<file path="src/rtl/seg7_scan_display.sv">
// Time-multiplexed driver for DIGITS 7-segment digits sharing one segment bus.
// Hex/BCD decode, leading-zero blanking, anti-ghost blank interval, selectable pin polarity.
module seg7_scan_display #(
    parameter int DIGITS     = 4,
    parameter int CLK_DIV    = 50000,
    parameter int BLANK_CYC  = 1,
    parameter int HEX_MODE   = 0,
    parameter int ACTIVE_LOW = 0
) (
    input  logic                  clk,
    input  logic                  rst,
    input  logic [4*DIGITS-1:0]   din,
    input  logic [DIGITS-1:0]     dp_in,
    input  logic                  load,
    input  logic                  lz_en,
    output logic [6:0]            seg_out,
    output logic                  dp_out,
    output logic [DIGITS-1:0]     an_out
);

    localparam int   CW  = $clog2(CLK_DIV);
    localparam int   IW  = $clog2(DIGITS);
    localparam logic INV = (ACTIVE_LOW != 0);

    logic [4*DIGITS-1:0] shadow_q, shadow_d;
    logic [DIGITS-1:0]   dp_shadow_q, dp_shadow_d;
    logic [CW-1:0]       cnt_q, cnt_d;
    logic [IW-1:0]       idx_q, idx_d;
    logic [6:0]          seg_q, seg_d;
    logic                dp_q, dp_d;
    logic [DIGITS-1:0]   an_q, an_d;

    logic [DIGITS-1:0]   upper_zero;
    logic                zero_acc;
    logic [3:0]          cur_nib;
    logic                lz_blank;
    logic [6:0]          seg_raw;
    logic [DIGITS-1:0]   an_raw;

    function automatic logic [6:0] decode(input logic [3:0] nib);
        logic [6:0] s;
        s = 7'b0000001;
        case (nib)
            4'h0: s = 7'b1111110;
            4'h1: s = 7'b0110000;
            4'h2: s = 7'b1101101;
            4'h3: s = 7'b1111001;
            4'h4: s = 7'b0110011;
            4'h5: s = 7'b1011011;
            4'h6: s = 7'b1011111;
            4'h7: s = 7'b1110010;
            4'h8: s = 7'b1111111;
            4'h9: s = 7'b1110011;
            4'hA: s = (HEX_MODE != 0) ? 7'b1110111 : 7'b0000001;
            4'hB: s = (HEX_MODE != 0) ? 7'b0011111 : 7'b0000001;
            4'hC: s = (HEX_MODE != 0) ? 7'b1001110 : 7'b0000001;
            4'hD: s = (HEX_MODE != 0) ? 7'b0111101 : 7'b0000001;
            4'hE: s = (HEX_MODE != 0) ? 7'b1001111 : 7'b0000001;
            4'hF: s = (HEX_MODE != 0) ? 7'b1000111 : 7'b0000001;
            default: s = 7'b0000001;
        endcase
        return s;
    endfunction

    // upper_zero[i] is set when nibbles i..DIGITS-1 are all zero.
    always_comb begin
        upper_zero = '0;
        zero_acc   = 1'b1;
        for (int i = DIGITS - 1; i >= 0; i--) begin
            zero_acc      = zero_acc & (shadow_q[4*i +: 4] == 4'd0);
            upper_zero[i] = zero_acc;
        end
    end

    always_comb begin
        shadow_d    = load ? din   : shadow_q;
        dp_shadow_d = load ? dp_in : dp_shadow_q;

        cnt_d = cnt_q + CW'(1);
        idx_d = idx_q;
        if (cnt_q == CW'(CLK_DIV - 1)) begin
            cnt_d = '0;
            idx_d = (idx_q == IW'(DIGITS - 1)) ? '0 : idx_q + IW'(1);
        end

        cur_nib  = shadow_q[{idx_q, 2'b00} +: 4];
        lz_blank = lz_en && (idx_q != '0) && upper_zero[idx_q];
        seg_raw  = lz_blank ? 7'b0000000 : decode(cur_nib);
        an_raw   = (cnt_q < CW'(BLANK_CYC)) ? '0 : (DIGITS'(1) << idx_q);

        // Polarity is folded in here so the pins come straight off flops.
        seg_d = seg_raw ^ {7{INV}};
        dp_d  = dp_shadow_q[idx_q] ^ INV;
        an_d  = an_raw ^ {DIGITS{INV}};
    end

    always_ff @(posedge clk) begin
        if (rst) begin
            shadow_q    <= '0;
            dp_shadow_q <= '0;
            cnt_q       <= '0;
            idx_q       <= '0;
            seg_q       <= {7{INV}};
            dp_q        <= INV;
            an_q        <= {DIGITS{INV}};
        end else begin
            shadow_q    <= shadow_d;
            dp_shadow_q <= dp_shadow_d;
            cnt_q       <= cnt_d;
            idx_q       <= idx_d;
            seg_q       <= seg_d;
            dp_q        <= dp_d;
            an_q        <= an_d;
        end
    end

    assign seg_out = seg_q;
    assign dp_out  = dp_q;
    assign an_out  = an_q;

endmodule

</file>
<file path="config.mk">
export PLATFORM = sky130hd
export DESIGN_NAME = seg7_scan_display
export DESIGN_NICKNAME = d
export VERILOG_FILES = /design/src/rtl/seg7_scan_display.sv
export SDC_FILE = /design/constraint.sdc
export NUM_CORES = 1
export LEC_CHECK = 0
export CAP_MARGIN = 20
export CORE_MARGIN = 2
export CORE_UTILIZATION = 48
export DETAILED_ROUTE_END_ITERATION = 8
export GPL_TIMING_DRIVEN = 0
export PLACE_DENSITY = 0.8
export RECOVER_POWER = 50
export SYNTH_ARGS = -nofsm -noshare
export SYNTH_HDL_FRONTEND = slang
export SYNTH_SLANG_ARGS = --single-unit
</file>
<file path="constraint.sdc">
create_clock -name clk -period 1.8 [get_ports clk]
set_clock_uncertainty 0.1 [all_clocks]
set_input_delay 0.36 -clock clk [delete_from_list [all_inputs] [get_ports clk]]
set_output_delay 0.36 -clock clk [all_outputs]
set_load 0.01 [all_outputs]
</file>
; ---- Word-level counts from Yosys, hierarchy flattened
; Memories as Yosys holds them, arrays and structs flattened. A register that Yosys moved wholly into a read port is not among the register bits.
; Cells that the tools add are included.
; W data, S select, Z words.
[totals]
word_cells = 33
mem_bits_ro = 112
n_memories = 1
output_inout_bits = 12
regBits = 43
in_bits = 24
[op_classes]
reduce_logical = 10
bitwise_logic = 3
n_mux = 5
shift = 2
magnitude_cmp = 2
addsub = 2
n_eq_ne = 2
[mem_list]
columns = memory, words, width, rd, rd_clocked_by_memory_dff, wr, line
row1 = (no name shown), 16, 7, 1, 1, 0, 43  ; case (nib)
[ops]
columns = op, n
row1 = $add A16 B1 Y16 const B, 1
row2 = $eq A16 B16 Y1 const B, 1
row3 = $logic_not A4 Y1, 4
row4 = $lt A16 B1 Y1 const B, 1
row5 = $shiftx A16 B5 Y4, 1
row6 = $reduce_or A2 Y1, 3
row7 = $bmux W1 S2, 2
row8 = $shl A1 B2 Y4 const A, 1
row9 = $and A1 B1 Y1, 3
row10 = $lt A2 B3 Y1 const B, 1
row11 = $add A2 B1 Y2 const B, 1
row12 = $eq A2 B2 Y1 const B, 1
row13 = $logic_and A1 B1 Y1, 2
row14 = $mux W1, 2
row15 = $mux W2, 1
row16 = $reduce_bool A2 Y1, 1

; ---- Depth between registers and ports, before layout
; Gate-level depths: netlist (run 1).
[depth]
depth_word = 8
ltp_mapped = 7
mapped_depth_nobuf = 6

; ---- Worst setup path before layout (run 1)
; Ideal clock, no wire load.
[synth_timing]
path_kind = flip-flop to flip-flop
from = reg idx_q[0]
to = reg seg_q[6], in the netlist seg_out[6]
path_stages_with_launch = 7
t_required_ns = 1.597
setup_time_ns = 0.103
path_buffers = 1
t_arrival_ns = 1.785
setup_slack_ns = -0.188
path_cell_list = dfxtp_1 buf_6 mux4_2 ha_1 nor2_1 nor2_1 a2111oi_2
[synth_via]
elab_chain_cells = 4
elab_cells_between_ends = 7
cone_classes = shift: 1 / mux: 2 / reduce/logical: 4
[synth_lines]
columns = element, line
row1 = from (decl), 28  ; logic [IW-1:0] idx_q, idx_d;
row2 = from (signal assigned), 110  ; idx_q <= idx_d;
row3 = $bmux W1 S2 or $reduce_bool A2 Y1 (tied branches), 87  ; lz_blank = lz_en && (idx_q != '0) && upper_zero[idx_q];
row4 = $mux W1 (implied by the code) or $logic_and A1 B1 Y1 (tied branches), 87
row5 = $logic_and A1 B1 Y1, 87
row6 = $reduce_or A2 Y1 (no source line), -
row7 = to (decl), 29  ; logic [6:0] seg_q, seg_d;
; Parallel ways exist; a longest one is shown, timed or not. The select of a mux whose other input is x is not followed.
; A chain may end at the register's enable or synchronous reset.

; ---- Worst setup path in the final report (run 1)
[layout_timing]
from = reg idx_q[0]
to = reg seg_q[3], in the netlist seg_out[3]
; Same word-level chain as after synthesis.

==> flow_summary.ini, run 1 <==
[synthesis]
syn_area_um2 = 2280
synth.distinct_cells = 42
synth_edf_count = 0
ys.flop_type = dfxtp_1
ys_warn_count = 0
ys_seq_elements = 50
yosysSeqAreaShare = 0.438
synthTopCellsByCount = dfxtp_1, nor2_1, mux2i_1, inv_1
syn_area_per_cell_um2 = 9.68
syn_nets = 270
synth_most_common_cell = dfxtp_1
ys_top_cells_by_area = dfxtp_1, mux2i_1, nor2_1
yosysTopAreaCell = dfxtp_1
synth-async-reset-ratio = 0
synth_top_area_share = 0.438
synthCells = 236

[detailed_routing]
vias = 1881
drt-total-wl_um = 5370
drc_errors = 0
routedWlPerCell_um = 15.6
post_drt_via_cell_ratio = 5.45
drt_iter0_drc = 81
postRouteAntennaNets = 0
firstDrtPassIters = 4

[final_layout]
final_net_count = 324
syn2layout_area_growth_pct = 37.1
drive_gt1_frac = 0.234
fin_cells = 345
ff_latch_area_um2 = 1010
multi_input_area_um2 = 1330
fillers = 346
diodes = 0

[grt]
gr-usage-met3 = 0.0442
use_met1 = 0.248
antenna_found_initial = 0
grt_pass1_vias = 1890
grt_first_pass_wirelength_um = 8740
grt_max_degree = 17
track_usage = 0.214
top_usage_layer = met2
overflow = 0
gr-usage-met2 = 0.386

[pwr]
ir_drop_mv = 0.579
leakagePower_nw = 1.21
powerDensity_nw_per_um2 = 794

[timing]
setup_viol = 7
setup_tns_ps = -784
finalHoldViolations = 0
period_needed_ps = 1950
max_freq_mhz = 512
period_share = 1.09
rsz0062_at_grt = yes
slew_headroom = 0.508
slew_viol_final = 0
fin_ws_ps = -154
tightest_slew_ps = 738

[placement]
dp_hpwl_um = 3420
place.gp.congestion = 0.863
io_buffers = 34
post-place-cells = 324

[die]
ios = 36
dieArea_um2 = 5320
coreArea_um2 = 4660
start_util = 0.490
die_h_um = 73.0
num_rows = 25
die_w_um = 73.0

[clock_network]
cts_buffers = 5
cts_tree = done
postCtsHoldBufs = 0
cts.sinks = 50
root_buffer = clkbuf_8
clkLatencyLatePin_ps = 310
clk_pin_slew_ps = 100
cts_max_level = 2
clk_path_buf_depth = 2

[setup_path]
crit_type = register to register
critical_path_required_ps = 1920
crit_path_end_kind = register
crit_arrival_ps = 2080
critPathMaxFanout = 6
critPathLaunchType = register

[outcome]
violations = setup timing
status = complete, but fails checks

[job]
maxCapViolations = 0

[hold_path]
holdCritPathClass = register to register
[worst max-delay path, stage by stage (launching register included)]
cell	delay (ps)
dfxtp_4	380
buf_8	110
mux4_2	590
inv_4	140
ha_4	160
nand2b_4	60
a2111oi_4	320
[placed cells by master (no fill, tap or decap), types with 5 or more instances in the layout]
master           instances
a21oi_1                  8
nor2_1                  41
mux2i_1                 20
mux4_2                   5
dfxtp_1                 43
buf_4                   14
clkdlybuf4s50_1         34
xnor2_1                 10
ha_1                     5
nor4_1                   6
nor3_1                   7
clkbuf_8                 5
inv_1                   11
dfxtp_2                  5
[per-layer routing]
layer | vias up | share of wire | routed length (µm)
met3 | 11 | 0.035 | 188
met4 | 0 | 0.018 | 95
met1 | 895 | 0.43 | 2290
met2 | 46 | 0.52 | 2800
li1 | 929 | - | -
met5 | - | 0 | 0
[worst paths after layout]
| path | from | end | slack (ps) | depth (start not counted) |
|---|---|---|---|---|
| worst max-delay path | idx_q[0]$_SDFFE_PP0P_ | seg_out[3]$_SDFF_PP0_ | -150 | 6 |
| worst min-delay path | cnt_q[0]$_SDFF_PP0_ | cnt_q[0]$_SDFF_PP0_ | 370 | 1 |
| worst min register to register | cnt_q[0]$_SDFF_PP0_ | cnt_q[0]$_SDFF_PP0_ | 370 | 1 |
| worst max register to register | idx_q[0]$_SDFFE_PP0P_ | seg_out[3]$_SDFF_PP0_ | -150 | 6 |
[stage by stage]
stage | setup WS, ps | area, µm² | hold slack, ps | power [mW] | utilization
2_1_floorplan | -83.0 | 2300 | 342 | 1.37 | -
3_3_place_gp | -311 | 2710 | 359 | 1.49 | 0.581
3_5_place_dp | -356 | 2710 | 372 | 1.49 | 0.581
4_1_cts | -116 | 3030 | 364 | 2.45 | 0.650
5_1_grt | -210 | 3130 | 396 | 2.57 | 0.672
6_report | -154 | 3130 | 369 | 2.49 | 0.672
[power breakdown]
| part | internal (mW) | switching [mW] |
|---|---|---|
| registers | 1.16 | 0.0346 |
| logic | 0.192 | 0.150 |
| clock network | 0.557 | 0.397 |
[cell families after synthesis]
kind of cell / count (synthesis) / share of synthesized area
AND/OR/NAND/NOR: 91 / 0.204
flip-flops: 50 / 0.438
multiplexers: 25 / 0.139
AO/OA/AOI/OAI: 24 / 0.0707
buffers and inverters: 24 / 0.0477
XOR/XNOR: 12 / 0.0460
adder cells (fa/ha/maj): 10 / 0.0548
[state kept, by name (all words and copies together) (netlist names)]
name and cells:
seg_out 7, dp_shadow_q 4, shadow_q 16, an_out 4, cnt_q 16, idx_q 2, dp_out 1
[cell type report]
class / count / area share
multi-input cells: 162 / 0.425
flip-flops and latches: 50 / 0.324
repair buffers: 48 / 0.145
plain buffers: 10 / 0.0232
clock buffers: 5 / 0.0220
clock inverters: 3 / 0.0220
well taps: 54 / 0.0216
inverters: 13 / 0.0172
[what timing repair did]
action                                  4_1_cts  5_1_grt
pin swaps                                     7        7
gates resized for setup                      26       17
buffers inserted                             11        3
endpoints found under the setup margin       32       32
Note: power is estimated with default switching activity, not from simulation.
==> run 2, diff against run 1 <==
GPL_TIMING_DRIVEN = 1   (was 0)
PLACE_DENSITY = 0.79   (was 0.8)
==> run 2 against run 1 <==
Effect of this change:
- final area shrank 1.8%
- global-route usage down 2.3 points
- highest routed layer unchanged
- clock power fell by 15%
- the run still ends with setup timing left
- critical path depth unchanged
- setup slack improved by 56 ps
- register-to-register slack improved by 60 ps
- worst hold slack improved by 32 ps
- first-iteration DRC count grew 7.4%
- non-clock buffer count grew 5
- critical endpoint is now seg_out[5]$_SDFF_PP0_
- total power is 6.3% lower
==> flow_summary.ini, run 2 (synthesis results as in run 1) <==
[hold_path]
whs_path_depth = 2
holdCritPathClass = register to register
holdPathEnd = dp_shadow_q[3]$_SDFFE_PP0P_
min-delay-start = dp_shadow_q[3]$_SDFFE_PP0P_

[timing]
slew_headroom = 0.550
period_needed_ps = 1900
max_freq_mhz = 527
period_share = 1.05
tightest_slew_ps = 676
setup_tns_ps = -212
slew_viol_final = 0
fin_ws_ps = -97.7
setup_viol = 6
finalHoldViolations = 0
rsz0062_at_grt = yes

[detailed_routing]
post_drt_via_cell_ratio = 5.34
firstDrtPassIters = 4
routedWlPerCell_um = 14.2
highest_layer = met4
drt-total-wl_um = 4970
wl_met3_um = 172
postRouteAntennaNets = 0
vias = 1869
drc_errors = 0
wl_met2_um = 2620
drt-met1-wl_um = 2130
drt_iter0_drc = 87

[setup_path]
r2r_end = seg_out[5]$_SDFF_PP0_
crit_arrival_ps = 2010
r2r_start = idx_q[0]$_SDFFE_PP0P_
critPathMaxFanout = 7
critical_path_required_ps = 1910
crit_path_end_kind = register
crit_type = register to register
r2r_slack_ps = -100
critPathLaunchType = register
r2r_cells = 6
crit_start = idx_q[0]$_SDFFE_PP0P_

[clock_network]
clk_path_buf_depth = 2
postCtsHoldBufs = 0
cts.sinks = 50
cts_buffers = 5
clkLatencyLatePin_ps = 300
cts_tree = done
cts_max_level = 2
root_buffer = clkbuf_8
clk_pin_slew_ps = 90

[final_layout]
fillers = 361
mostFrequentLayoutCells = dfxtp_1, nor2_1, clkdlybuf4s50_1
diodes = 0
drive_gt1_frac = 0.233
final_util = 0.660
final_common_cell = dfxtp_1
fin_area_um2 = 3080
final_net_count = 329
syn2layout_area_growth_pct = 34.7

[die]
die_w_um = 73.0
die_h_um = 73.0
start_util = 0.490
dieArea_um2 = 5320
ios = 36
coreArea_um2 = 4660
num_rows = 25

[grt]
track_usage = 0.191
grt_max_degree = 21
overflow = 0
antenna_found_initial = 0
grt_pass1_vias = 1819
grt_first_pass_wirelength_um = 7950

[pwr]
leakagePower_nw = 1.21
powerDensity_nw_per_um2 = 757
ir_drop_mv = 0.421

[placement]
dp_hpwl_um = 3580
place.gp.congestion = 0.782
placed_area_um2 = 2870
io_buffers = 35

[outcome]
violations = setup timing
status = complete, but fails checks

[job]
maxCapViolations = 0
## run 2: changes by cell type in the layout (fill, tap and decap cells not counted), moves of 2 or more
cell / before / now
ha_4: 4 / 1
dfxtp_2: 5 / 2
buf_4: 14 / 22
clkbuf_1: 3 / 0
dfxtp_1: 43 / 47
ha_2: 1 / 3
## run 2: how the worst max path moves through the flow
stage                                  to  slack, ps
floorplan           seg_out[6]$_SDFF_PP0_        -80
global placement    seg_out[2]$_SDFF_PP0_        -40
detailed placement  seg_out[2]$_SDFF_PP0_       -120
CTS                 seg_out[6]$_SDFF_PP0_        -30
global route        seg_out[5]$_SDFF_PP0_       -110
finish              seg_out[5]$_SDFF_PP0_       -100
## run 2: timing repair
item / 4_1_cts / 5_1_grt
resized for setup: 9 / 17
hold endpoints to repair: 0 / 0
endpoints found under the setup margin: 8 / 8
setup buffers: 2 / 0
pin swaps: 6 / 6
## run 2: area by class of cell
| type | instances | area [µm²] | area share |
|---|---|---|---|
| Clock buffer | 5 | 68.8 | 0.0224 |
| Clock inverter | 3 | 48.8 | 0.0159 |
| Timing Repair Buffer | 63 | 577 | 0.188 |
| Inverter | 13 | 51.3 | 0.0167 |
| Tap cell | 54 | 67.6 | 0.0220 |
| Sequential cell | 50 | 1010 | 0.328 |
| Multi-Input combinational cell | 162 | 1250 | 0.408 |
## run 2: report_power, final
group / internal [mW] / total [mW] / switching, mW / leakage, nW
combinational: 0.192 / 0.335 / 0.143 / 0.740
clock: 0.423 / 0.809 / 0.386 / 0.0563
sequential: 1.15 / 1.18 / 0.0297 / 0.412
## run 2: worst max-delay path, cell delays in order (launching register included)
cell	delay, ps
dfxtp_4	410
mux4_2	580
inv_4	110
ha_1	240
nor2_1	120
nor2_1	70
nor3_1	180
## run 2: metal layers
layer	GRT usage	vias up
met5	0	-
met4	0.0658	0
met3	0.0470	5
met2	0.340	39
met1	0.224	881
li1	-	944
## run 2: stage by stage
stage | hold WS (ps) | cells | setup WS [ps] | total power [mW]
3_5_place_dp | 387 | 340 | -119 | 1.52
2_1_floorplan | 342 | 236 | -83.0 | 1.37
5_1_grt | 422 | 350 | -113 | 2.42
6_report | 401 | 350 | -97.7 | 2.33
4_1_cts | 401 | 350 | -29.3 | 2.33
3_3_place_gp | 370 | 340 | -35.3 | 1.51
==> run 3, diff against run 2 <==
clock period = 1.6 ns   (was 1.8 ns; I/O delays follow)
==> run 3 against run 2 <==
Effect of this change:
- critical path type unchanged
- non-clock buffer count is 39 higher
- final area is 17% higher
- via count rose by 21%
- the flow still finishes with violations (setup timing)
- flip-flop and latch count did not move
- worst hold slack better by 11 ps
- wire length is 54% higher
- sequential power up 14%
- total power is 16% higher
- core utilization up 11 points
- fmax is 3.8% lower
- combinational power up 47%
- largest cell class unchanged
- global-route usage increased by 6.0 points
==> flow_summary.ini, run 3 (synthesis results as in run 1) <==
[clock_network]
root_buffer = clkbuf_8
cts.sinks = 50
clk_pin_slew_ps = 90
clkLatencyLatePin_ps = 310
cts_max_level = 2
postCtsHoldBufs = 0
cts_buffers = 5
clk_path_buf_depth = 2
cts_tree = done

[setup_path]
crit_path_end_kind = register
critPathMaxFanout = 5
endpoint = seg_out[6]$_SDFF_PP0_
crit_start = idx_q[0]$_SDFFE_PP0P_
r2r_end = seg_out[6]$_SDFF_PP0_
r2r_slack_ps = -370
critPathLaunchType = register
r2r_cells = 5
crit_type = register to register
r2r_start = idx_q[0]$_SDFFE_PP0P_
crit_arrival_ps = 2080
critical_path_required_ps = 1710

[detailed_routing]
drt_iter0_drc = 264
post_drt_via_cell_ratio = 5.80
postRouteAntennaNets = 0
vias = 2258
firstDrtPassIters = 8
drc_errors = 0
drt-total-wl_um = 7640
routedWlPerCell_um = 19.6

[die]
ios = 36
num_rows = 25
die_h_um = 73.0
die_w_um = 73.0
coreArea_um2 = 4660
start_util = 0.490
dieArea_um2 = 5320

[outcome]
violations = setup timing
status = complete, but fails checks

[grt]
grt_first_pass_wirelength_um = 10100
track_usage = 0.252
antenna_found_initial = 0
grt_max_degree = 25
grt_pass1_vias = 2022
overflow = 0

[pwr]
ir_drop_mv = 0.661
powerDensity_nw_per_um2 = 750
leakagePower_nw = 1.44

[final_layout]
mostFrequentLayoutCells = buf_4, dfxtp_1, nor2_1
drive_gt1_frac = 0.421
fin_cells = 389
fin_area_um2 = 3600
syn2layout_area_growth_pct = 57.8
diodes = 0
fillers = 275
final_net_count = 368
final_common_cell = buf_4

[placement]
dp_hpwl_um = 3720
placed_area_um2 = 3110
post-place-cells = 369
place.gp.congestion = 0.852
io_buffers = 35

[hold_path]
holdCritPathClass = register to register

[timing]
slew_headroom = 0.656
fin_ws_ps = -373
timing.hold.ws_ps = 412
max_freq_mhz = 507
tightest_slew_ps = 516
setup_viol = 25
rsz0062_at_grt = yes
setup_tns_ps = -5760
period_needed_ps = 1970
period_share = 1.23
finalHoldViolations = 0
slew_viol_final = 0

[job]
maxCapViolations = 0
-- run 3: cell count changes in the layout (fill, tap and decap cells not counted), sizes merged, moves of 2 or more --
cell / before / now
clkbuf: 6 / 9
buf: 27 / 66
clkdlybuf4s50: 34 / 26
inv: 14 / 12
clkdlybuf4s25: 0 / 8
-- run 3: timing repair --
item                       4_1_cts  5_1_grt
setup endpoints to repair       24       36
pin swaps                       19        8
setup buffers                    6        6
cloned                           1        0
resized for setup               45       38
-- run 3: how the worst min path moves through the flow --
stage | slack (ps) | depth (start not counted) | from | endpoint
final | 410 | 2 | dp_shadow_q[0]$_SDFFE_PP0P_ | dp_shadow_q[0]$_SDFFE_PP0P_
after global placement | 370 | 2 | dp_shadow_q[0]$_SDFFE_PP0P_ | dp_shadow_q[0]$_SDFFE_PP0P_
after CTS | 400 | 2 | dp_shadow_q[0]$_SDFFE_PP0P_ | dp_shadow_q[0]$_SDFFE_PP0P_
after floorplan | 310 | 1 | rst | seg_out[3]$_SDFF_PP0_
after detailed placement | 380 | 2 | dp_shadow_q[0]$_SDFFE_PP0P_ | dp_shadow_q[0]$_SDFFE_PP0P_
after global routing | 460 | 2 | dp_shadow_q[0]$_SDFFE_PP0P_ | dp_shadow_q[0]$_SDFFE_PP0P_
-- run 3: per-layer routing --
layer,routed length [µm],track usage
met3,387,0.0442
met4,368,0.111
met2,3840,0.418
met1,3050,0.319
met5,0,0
-- run 3: worst max-delay path, stage by stage (launching register included) --
cell and delay [ps]:
dfxtp_4 410, mux4_2 590, ha_4 210, nor2_4 130, nor2_2 70, a2111oi_4 360
-- run 3: area by class of cell --
class / count / area (µm²) / share of cell area
Multi-Input combinational cell: 162 / 1440 / 0.399
Sequential cell: 50 / 1010 / 0.281
Timing Repair Buffer: 102 / 916 / 0.254
Tap cell: 54 / 67.6 / 0.0188
Inverter: 13 / 56.3 / 0.0156
Clock buffer: 8 / 110 / 0.0306
-- run 3: power by group --
| group | switching (mW) | internal [mW] | total, mW | leakage (nW) |
|---|---|---|---|---|
| logic | 0.221 | 0.273 | 0.494 | 0.969 |
| clock network | 0.432 | 0.437 | 0.869 | 0.0575 |
| registers | 0.0367 | 1.30 | 1.34 | 0.414 |
-- run 3: metrics by stage --
stage	power [mW]	utilization	setup WS, ps
final	2.70	0.773	-373
after global routing	2.78	0.773	-423
after CTS	2.62	0.736	-242
after detailed placement	1.74	0.667	-340
after global placement	1.73	0.667	-239
after floorplan	1.55	-	-283
